`config.mk`:
```
export PLATFORM = sky130hd
export DESIGN_NAME = button_conditioner_flat
export DESIGN_NICKNAME = d
export VERILOG_FILES = /design/src/rtl/game_io_pkg.sv /design/src/rtl/button_conditioner_if.sv /design/src/rtl/debounce_channel.sv /design/src/rtl/button_conditioner.sv /design/src/flat_wrapper.sv
export SDC_FILE = /design/constraint.sdc
export NUM_CORES = 1
export LEC_CHECK = 0
export CORE_MARGIN = 2
export CORE_UTILIZATION = 35
export CTS_BUF_LIST = sky130_fd_sc_hd__clkbuf_8 sky130_fd_sc_hd__clkbuf_16
export CTS_CLUSTER_DIAMETER = 40
export DETAILED_ROUTE_END_ITERATION = 8
export HOLD_SLACK_MARGIN = 0.06
export PLACE_DENSITY_LB_ADDON = 0.2
export REMOVE_ABC_BUFFERS = 1
export SLEW_MARGIN = 20
export SYNTH_ARGS = -nofsm -noshare
export SYNTH_HDL_FRONTEND = slang
export SYNTH_SLANG_ARGS = --single-unit
```
`constraint.sdc`:
```
create_clock -name clk -period 5.72 [get_ports clk]
set_input_delay 1.144 -clock clk [delete_from_list [all_inputs] [get_ports clk]]
set_output_delay 1.144 -clock clk [all_outputs]
set_load 0.03 [all_outputs]
```
`src/rtl/game_io_pkg.sv`:
```
// Shared definitions for the board-side button conditioning logic:
// one-hot FSM state codes, default timing constants and a counter sizing helper.
package game_io_pkg;

  // Default channel count and timing at 100 MHz
  localparam int DEFAULT_N_BTN           = 4;
  localparam int DEFAULT_DEBOUNCE_CYCLES = 1_000_000;   // 10 ms
  localparam int DEFAULT_REPEAT_DELAY    = 50_000_000;  // 500 ms
  localparam int DEFAULT_REPEAT_PERIOD   = 10_000_000;  // 100 ms

  // One-hot state encoding, same style as the game-logic FSMs
  typedef logic [3:0] state_t;
  localparam state_t ST_IDLE         = 4'b0001;
  localparam state_t ST_PRESS_WAIT   = 4'b0010;
  localparam state_t ST_HELD         = 4'b0100;
  localparam state_t ST_RELEASE_WAIT = 4'b1000;

  // Counter width: $clog2 of the largest timing constant, plus one bit
  function automatic int cnt_width(input int a, input int b, input int c);
    int m;
    m = a;
    if (b > m) m = b;
    if (c > m) m = c;
    return $clog2(m) + 1;
  endfunction

endpackage

```
`src/rtl/button_conditioner_if.sv`:
```
// Button bundle between the push-button pins and the game logic.
// master: the board/stimulus side; slave: the conditioner.
interface button_conditioner_if
  import game_io_pkg::*;
#(
  parameter int N_BTN = DEFAULT_N_BTN
);
  logic [N_BTN-1:0] btn_raw;  // raw bouncy levels, asynchronous
  logic [N_BTN-1:0] DPBs;     // debounced levels
  logic [N_BTN-1:0] SCENs;    // single pulse per accepted press
  logic [N_BTN-1:0] MCENs;    // press pulse plus auto-repeat pulses

  modport master (output btn_raw, input DPBs, SCENs, MCENs);
  modport slave  (input btn_raw, output DPBs, SCENs, MCENs);
endinterface

```
`src/rtl/debounce_channel.sv`:
```
// One button channel: 2-flop synchroniser, debounce/auto-repeat FSM and
// registered level, press-pulse and repeat-pulse outputs.
module debounce_channel
  import game_io_pkg::*;
#(
  parameter int DEBOUNCE_CYCLES = DEFAULT_DEBOUNCE_CYCLES,
  parameter int REPEAT_DELAY    = DEFAULT_REPEAT_DELAY,
  parameter int REPEAT_PERIOD   = DEFAULT_REPEAT_PERIOD
) (
  input  logic clk,
  input  logic reset,      // asynchronous, active-low
  input  logic btn_raw_i,
  output logic dpb_o,
  output logic scen_o,
  output logic mcen_o
);

  localparam int CW = cnt_width(DEBOUNCE_CYCLES, REPEAT_DELAY, REPEAT_PERIOD);
  typedef logic [CW-1:0] cnt_t;

  localparam cnt_t DEB_LAST    = cnt_t'(DEBOUNCE_CYCLES - 1);
  localparam cnt_t DELAY_LAST  = cnt_t'(REPEAT_DELAY - 1);
  localparam cnt_t PERIOD_LAST = cnt_t'(REPEAT_PERIOD - 1);

  logic   s1_q, s2_q;
  state_t state_q, state_d;
  cnt_t   cnt_q, cnt_d;      // press / release debounce count
  cnt_t   rcnt_q, rcnt_d;    // repeat count, survives release glitches
  logic   first_q, first_d;  // first repeat pulse already issued
  logic   dpb_q, dpb_d;
  logic   scen_q, scen_d;
  logic   mcen_q, mcen_d;

  // Shared decision terms for next-state and output logic
  cnt_t rep_last;
  logic press_done, release_done, repeat_hit;
  assign rep_last     = first_q ? PERIOD_LAST : DELAY_LAST;
  assign press_done   = s2_q && (cnt_q == DEB_LAST);
  assign release_done = !s2_q && (cnt_q == DEB_LAST);
  assign repeat_hit   = s2_q && (rcnt_q == rep_last);

  // Two-flop synchroniser for the asynchronous button level
  always_ff @(posedge clk or negedge reset) begin
    if (!reset) begin
      s1_q <= 1'b0;
      s2_q <= 1'b0;
    end else begin
      // NOTE: non-blocking so s2 takes the old s1, forming a real two-stage chain.
      s1_q <= btn_raw_i;
      s2_q <= s1_q;
    end
  end

  // State register, counters and registered outputs
  always_ff @(posedge clk or negedge reset) begin
    if (!reset) begin
      // NOTE: every flop is cleared here so outputs drop the instant reset asserts.
      state_q <= ST_IDLE;
      cnt_q   <= '0;
      rcnt_q  <= '0;
      first_q <= 1'b0;
      dpb_q   <= 1'b0;
      scen_q  <= 1'b0;
      mcen_q  <= 1'b0;
    end else begin
      state_q <= state_d;
      cnt_q   <= cnt_d;
      rcnt_q  <= rcnt_d;
      first_q <= first_d;
      dpb_q   <= dpb_d;
      scen_q  <= scen_d;
      mcen_q  <= mcen_d;
    end
  end

  // Next-state and counter update
  always_comb begin
    // NOTE: defaults first on every variable so no path leaves one unassigned (no latch).
    state_d = state_q;
    cnt_d   = cnt_q;
    rcnt_d  = rcnt_q;
    first_d = first_q;
    case (state_q)
      ST_IDLE: begin
        cnt_d = '0;
        if (s2_q) begin
          state_d = ST_PRESS_WAIT;
          cnt_d   = cnt_t'(1);
        end
      end
      ST_PRESS_WAIT: begin
        if (!s2_q) begin
          state_d = ST_IDLE;
          cnt_d   = '0;
        end else if (press_done) begin
          state_d = ST_HELD;
          cnt_d   = '0;
          rcnt_d  = '0;
          first_d = 1'b0;
        end else begin
          cnt_d = cnt_q + cnt_t'(1);
        end
      end
      ST_HELD: begin
        if (!s2_q) begin
          state_d = ST_RELEASE_WAIT;
          cnt_d   = cnt_t'(1);
        end else if (repeat_hit) begin
          rcnt_d  = '0;
          first_d = 1'b1;
        end else begin
          rcnt_d = rcnt_q + cnt_t'(1);
        end
      end
      ST_RELEASE_WAIT: begin
        if (s2_q) begin
          state_d = ST_HELD;
        end else if (release_done) begin
          state_d = ST_IDLE;
          cnt_d   = '0;
        end else begin
          cnt_d = cnt_q + cnt_t'(1);
        end
      end
      default: begin
        state_d = ST_IDLE;
        cnt_d   = '0;
        rcnt_d  = '0;
        first_d = 1'b0;
      end
    endcase
  end

  // Output decode, registered one edge later
  always_comb begin
    dpb_d  = 1'b0;
    scen_d = 1'b0;
    mcen_d = 1'b0;
    case (state_q)
      ST_PRESS_WAIT: begin
        if (press_done) begin
          dpb_d  = 1'b1;
          scen_d = 1'b1;
          mcen_d = 1'b1;
        end
      end
      ST_HELD: begin
        dpb_d  = 1'b1;
        mcen_d = repeat_hit;
      end
      ST_RELEASE_WAIT: dpb_d = !release_done;
      default: ;
    endcase
  end

  assign dpb_o  = dpb_q;
  assign scen_o = scen_q;
  assign mcen_o = mcen_q;

endmodule

```
`src/rtl/button_conditioner.sv`:
```
// N independent button channels; the top only replicates and concatenates.
module button_conditioner
  import game_io_pkg::*;
#(
  parameter int N_BTN           = DEFAULT_N_BTN,
  parameter int DEBOUNCE_CYCLES = DEFAULT_DEBOUNCE_CYCLES,
  parameter int REPEAT_DELAY    = DEFAULT_REPEAT_DELAY,
  parameter int REPEAT_PERIOD   = DEFAULT_REPEAT_PERIOD
) (
  input  logic                 clk,
  input  logic                 reset,   // asynchronous, active-low
  button_conditioner_if.slave  bus
);

  logic [N_BTN-1:0] dpbs, scens, mcens;

  // One conditioner per button
  for (genvar i = 0; i < N_BTN; i++) begin : g_ch
    debounce_channel #(
      .DEBOUNCE_CYCLES (DEBOUNCE_CYCLES),
      .REPEAT_DELAY    (REPEAT_DELAY),
      .REPEAT_PERIOD   (REPEAT_PERIOD)
    ) u_ch (
      .clk       (clk),
      .reset     (reset),
      .btn_raw_i (bus.btn_raw[i]),
      .dpb_o     (dpbs[i]),
      .scen_o    (scens[i]),
      .mcen_o    (mcens[i])
    );
  end

  assign bus.DPBs  = dpbs;
  assign bus.SCENs = scens;
  assign bus.MCENs = mcens;

endmodule

```
`src/flat_wrapper.sv`:
```
// flat-port wrapper written by rule: the top's interface ports become plain ports
module button_conditioner_flat import game_io_pkg::*;
#(
  parameter int N_BTN           = DEFAULT_N_BTN,
  parameter int DEBOUNCE_CYCLES = DEFAULT_DEBOUNCE_CYCLES,
  parameter int REPEAT_DELAY    = DEFAULT_REPEAT_DELAY,
  parameter int REPEAT_PERIOD   = DEFAULT_REPEAT_PERIOD
)
  (clk, reset, bus_btn_raw, bus_DPBs, bus_SCENs, bus_MCENs);
  button_conditioner_if #(.N_BTN(N_BTN)) bus_i ();
  input  logic clk;
  input  logic reset;
  input wire logic [$bits(bus_i.btn_raw)-1:0] bus_btn_raw;
  output wire logic [$bits(bus_i.DPBs)-1:0] bus_DPBs;
  output wire logic [$bits(bus_i.SCENs)-1:0] bus_SCENs;
  output wire logic [$bits(bus_i.MCENs)-1:0] bus_MCENs;
  assign bus_i.btn_raw = bus_btn_raw;
  assign bus_DPBs = bus_i.DPBs;
  assign bus_SCENs = bus_i.SCENs;
  assign bus_MCENs = bus_i.MCENs;
  button_conditioner #(.N_BTN(N_BTN), .DEBOUNCE_CYCLES(DEBOUNCE_CYCLES), .REPEAT_DELAY(REPEAT_DELAY), .REPEAT_PERIOD(REPEAT_PERIOD)) u_core (.clk(clk), .reset(reset), .bus(bus_i));
endmodule
```
==> flow_summary_export.csv <==
group,metric,value,unit
synth,synth_top_area_share,43.3,%
power,p_leak,0.00646,µW
timing,timing.final.max_slew_violations,0,
die,dieHeight,208,µm
power,p_per_area,313,mW/mm²
place,dp_hpwl,22.5,mm
synth,synth_most_common_cell,"dfrtp_1",
clock_tree,insertion_delay,0.57,ns
synth,synth_seq_cells,256,
flow_run,timing.max_cap.violations,0,
power,irDropWorstVdd,199,µV
detailed_routing,dr.pass1.iters,5,
synth,synth_cells,1631,
clock_tree,clk_pin_slew,0.05,ns
worst_setup_path,end_kind,"flip-flop",
final_layout,fin_util,41.1,%
die,rows,74,
power,seqPwrFrac,36.1,%
global_route,grt_pass1_wl,59.9,mm
worst_setup_path,reg2reg_slack,2.61,ns
detailed_routing,drt-met1-wl,16.7,mm
timing,period_needed,3.11,ns
synth,synth_ff_type,"dfrtp_1",
detailed_routing,ant_nets,0,
timing,worst_slew_pin_slew,1.01,ns
synth,synthTopCellsByCount,"252 x dfrtp_1, 183 x nor2_1, 129 x nand2_1",
synth,synthTopCellsByArea,"dfrtp_1 43%, nor2_1 4.7%, o21ai_0 3.6%",
clock_tree,cts_tree,"built",
timing,setup_viol,0,
worst_setup_path,arrival,3.60,ns
worst_hold_path,holdPathStages,0,
detailed_routing,drt_iter0_markers,832,
worst_hold_path,worstHoldPathType,"flip-flop to flip-flop",
die,fp.dieW,208,µm
detailed_routing,vias,12242,
power,switching_share,24.3,%
detailed_routing,routedWlPerCell,15.9,µm
synth,synthArstFlopShare,100,%
clock_tree,cts_hold_buf,0,
power,p_sw,1280,µW
synth,yosys.area.top_type,"dfrtp_1",
global_route,overflow,0,
final_layout,drive_gt1_share,8.29,%
global_route,grt_max_degree,123,
timing,hold_viol,0,
detailed_routing,dr_wl_met2,15.8,mm
detailed_routing,routed_wl,34.8,mm
timing,period_share,54.4,%
clock_tree,cts_buffers,50,
die,die-area,0.0432,mm²
timing,max_freq,321,MHz
detailed_routing,avgViaCountPerCell,5.57,
final_layout,regArea,0.00641,mm²
worst_setup_path,rr_worst_depth,6,
final_layout,fin_cells,2196,
place,numPortBuffers,17,
global_route,groute.usage.overall,16.2,%
timing,setup_tns,0,ns
clock_tree,postCtsResizedCells,0,
worst_setup_path,start_kind,"flip-flop",
worst_setup_path,crit_type,"flip-flop to flip-flop",
die,core,0.0409,mm²
clock_tree,cts_setup_buffers,0,
clock_tree,clk_path_buf_depth,3,
timing,hold-worst-slack,0.345,ns
worst_setup_path,path_max_fanout,21,
timing,finClkSkew,0.0137,ns
clock_tree,root_buffer,"clkbuf_16",
synth,ys_types,85,
synth,syn_area,0.0146,mm²
synth,avgSynthCellArea,8.93,µm²
outcome,status,"complete, no violations",
power,p_clk_share,58.8,%
die,start_util,35.6,%
final_layout,nFillCells,4089,
final_layout,n_antenna_cell,0,
synth,synth_edf_count,0,
clock_tree,cts_sinks,256,
timing,rsz0062_at_grt,"no",
final_layout,multiInputGateArea,0.00756,mm²
place,place.gp.congestion,0.811,
global_route,antenna_found_initial,0,
power,power_frac_comb,5.2,%
detailed_routing,drc,0,
detailed_routing,highest_layer,"met4",
place,place_inst,2103,
synth,ys_seq_area_share,44.0,%
power,p_int,3990,µW
die,io_pins,18,
worst_setup_path,cp.required,6.20,ns
final_layout,layout.nets,1637,
synth,ys_warn_count,0,
detailed_routing,dr_wl_met3,1.49,mm
timing,slew-limit-headroom,32.7,%
global_route,grt_pass1_vias,11900,
final_layout,area_growth,15.6,%
clock_tree,htree_levels,2,
## power groups by stage
stage / registers, µW / clock network [µW] / logic (µW)
6_report: 1900 / 3090 / 274
5_1_grt: 1900 / 3280 / 314
4_1_cts: 1900 / 3190 / 278
3_5_place_dp: 1930 / 0 / 277
3_3_place_gp: 1930 / 0 / 272
2_1_floorplan: 1910 / 0 / 173
## final timing paths
kind | start | to
max in group asynchronous | reset | u_core.g_ch[0].u_ch.state_q[2]
worst min-delay path | u_core.g_ch[3].u_ch.s1_q | u_core.g_ch[3].u_ch.s2_q
worst min register to register | u_core.g_ch[3].u_ch.s1_q | u_core.g_ch[3].u_ch.s2_q
worst max register to register | u_core.g_ch[0].u_ch.cnt_q[23] | u_core.g_ch[0].u_ch.first_q
worst max-delay path | u_core.g_ch[0].u_ch.cnt_q[23] | u_core.g_ch[0].u_ch.first_q
min in group asynchronous | reset | u_core.g_ch[3].u_ch.rcnt_q[16]
## kinds of logic after synthesis
| logic type | after synthesis | synth area share (%) |
|---|---|---|
| DFF | 256 | 44.0 |
| muxes | 5 | 0.344 |
| xor gates and xnor gates | 80 | 4.81 |
| AOI/OAI and AO/OA | 372 | 17.4 |
| adders and majority gates | 8 | 0.688 |
| buffers and inverters | 125 | 4.12 |
| and+or+nand+nor | 785 | 28.6 |
## layer usage
layer | up-vias | global-route usage (%)
met4 | 0 | 5.58
met2 | 204 | 25.5
met5 | - | 0
met3 | 62 | 2.94
met1 | 5956 | 22.4
li1 | 6020 | -
## sequential cells by signal, indices dropped and copies added (netlist names)
signal and flops:
u_core.g_ch.u_ch.dpb_o 4, u_core.g_ch.u_ch.cnt_q 108, u_core.g_ch.u_ch.mcen_o 4, u_core.g_ch.u_ch.rcnt_q 108, u_core.g_ch.u_ch.state_q 16, u_core.g_ch.u_ch.s2_q 4
u_core.g_ch.u_ch.scen_o 4, u_core.g_ch.u_ch.s1_q 4, u_core.g_ch.u_ch.first_q 4
## cell type report
cell class	instances	area share [%]
Timing Repair Buffer	27	1.56
Sequential cell	256	38.1
Tap cell	532	3.95
Clock inverter	40	2.97
Multi-Input combinational cell	1250	44.9
Inverter	38	0.847
Clock buffer	53	7.68
## through the flow
stage          total power, µW  worst slack, ns  cell area (µm²)
5_1_grt                   5490             2.32            16800
4_1_cts                   5360             2.58            16800
2_1_floorplan             2080             2.87            14100
3_5_place_dp              2200             2.58            15000
3_3_place_gp              2200             2.64            15000
6_report                  5260             2.61            16800
## cells in the final DEF (no fill, tap or decap), types with 7 or more instances in the layout
cell type	Yosys	routed
clkinvlp_4	0	8
buf_4	13	9
dfrtp_1	252	252
nor4b_1	13	13
nand3b_1	9	9
a31oi_1	17	17
clkdlybuf4s50_1	0	16
nand2b_1	30	30
nand2_1	129	129
o22ai_1	7	7
nor2_1	183	183
a22o_1	30	30
or4_1	13	13
inv_1	38	40
nor3b_1	15	15
nor4_1	26	25
nand4_1	54	54
xnor2_1	39	39
xor2_1	41	41
or3_1	24	24
nand3_1	104	104
a2bb2oi_1	27	27
and2_1	12	12
o21ai_0	106	106
and3_1	34	34
inv_6	0	7
o31ai_1	42	42
bufinv_16	0	9
ha_1	8	8
o41ai_1	9	9
and4_1	23	23
a21oi_1	60	60
nor2b_1	18	18
nor3_1	57	56
clkbuf_16	0	50
clkinv_2	0	8
a21o_1	14	14
## critical path: stages, from the launching register on
cell	delay, ns
dfrtp_1	0.41
or4_1	0.60
or4_1	0.44
o21ai_2	0.26
nand2_1	0.51
nor2_1	0.59
a2bb2oi_1	0.22
(Power assumes the default switching activity.)
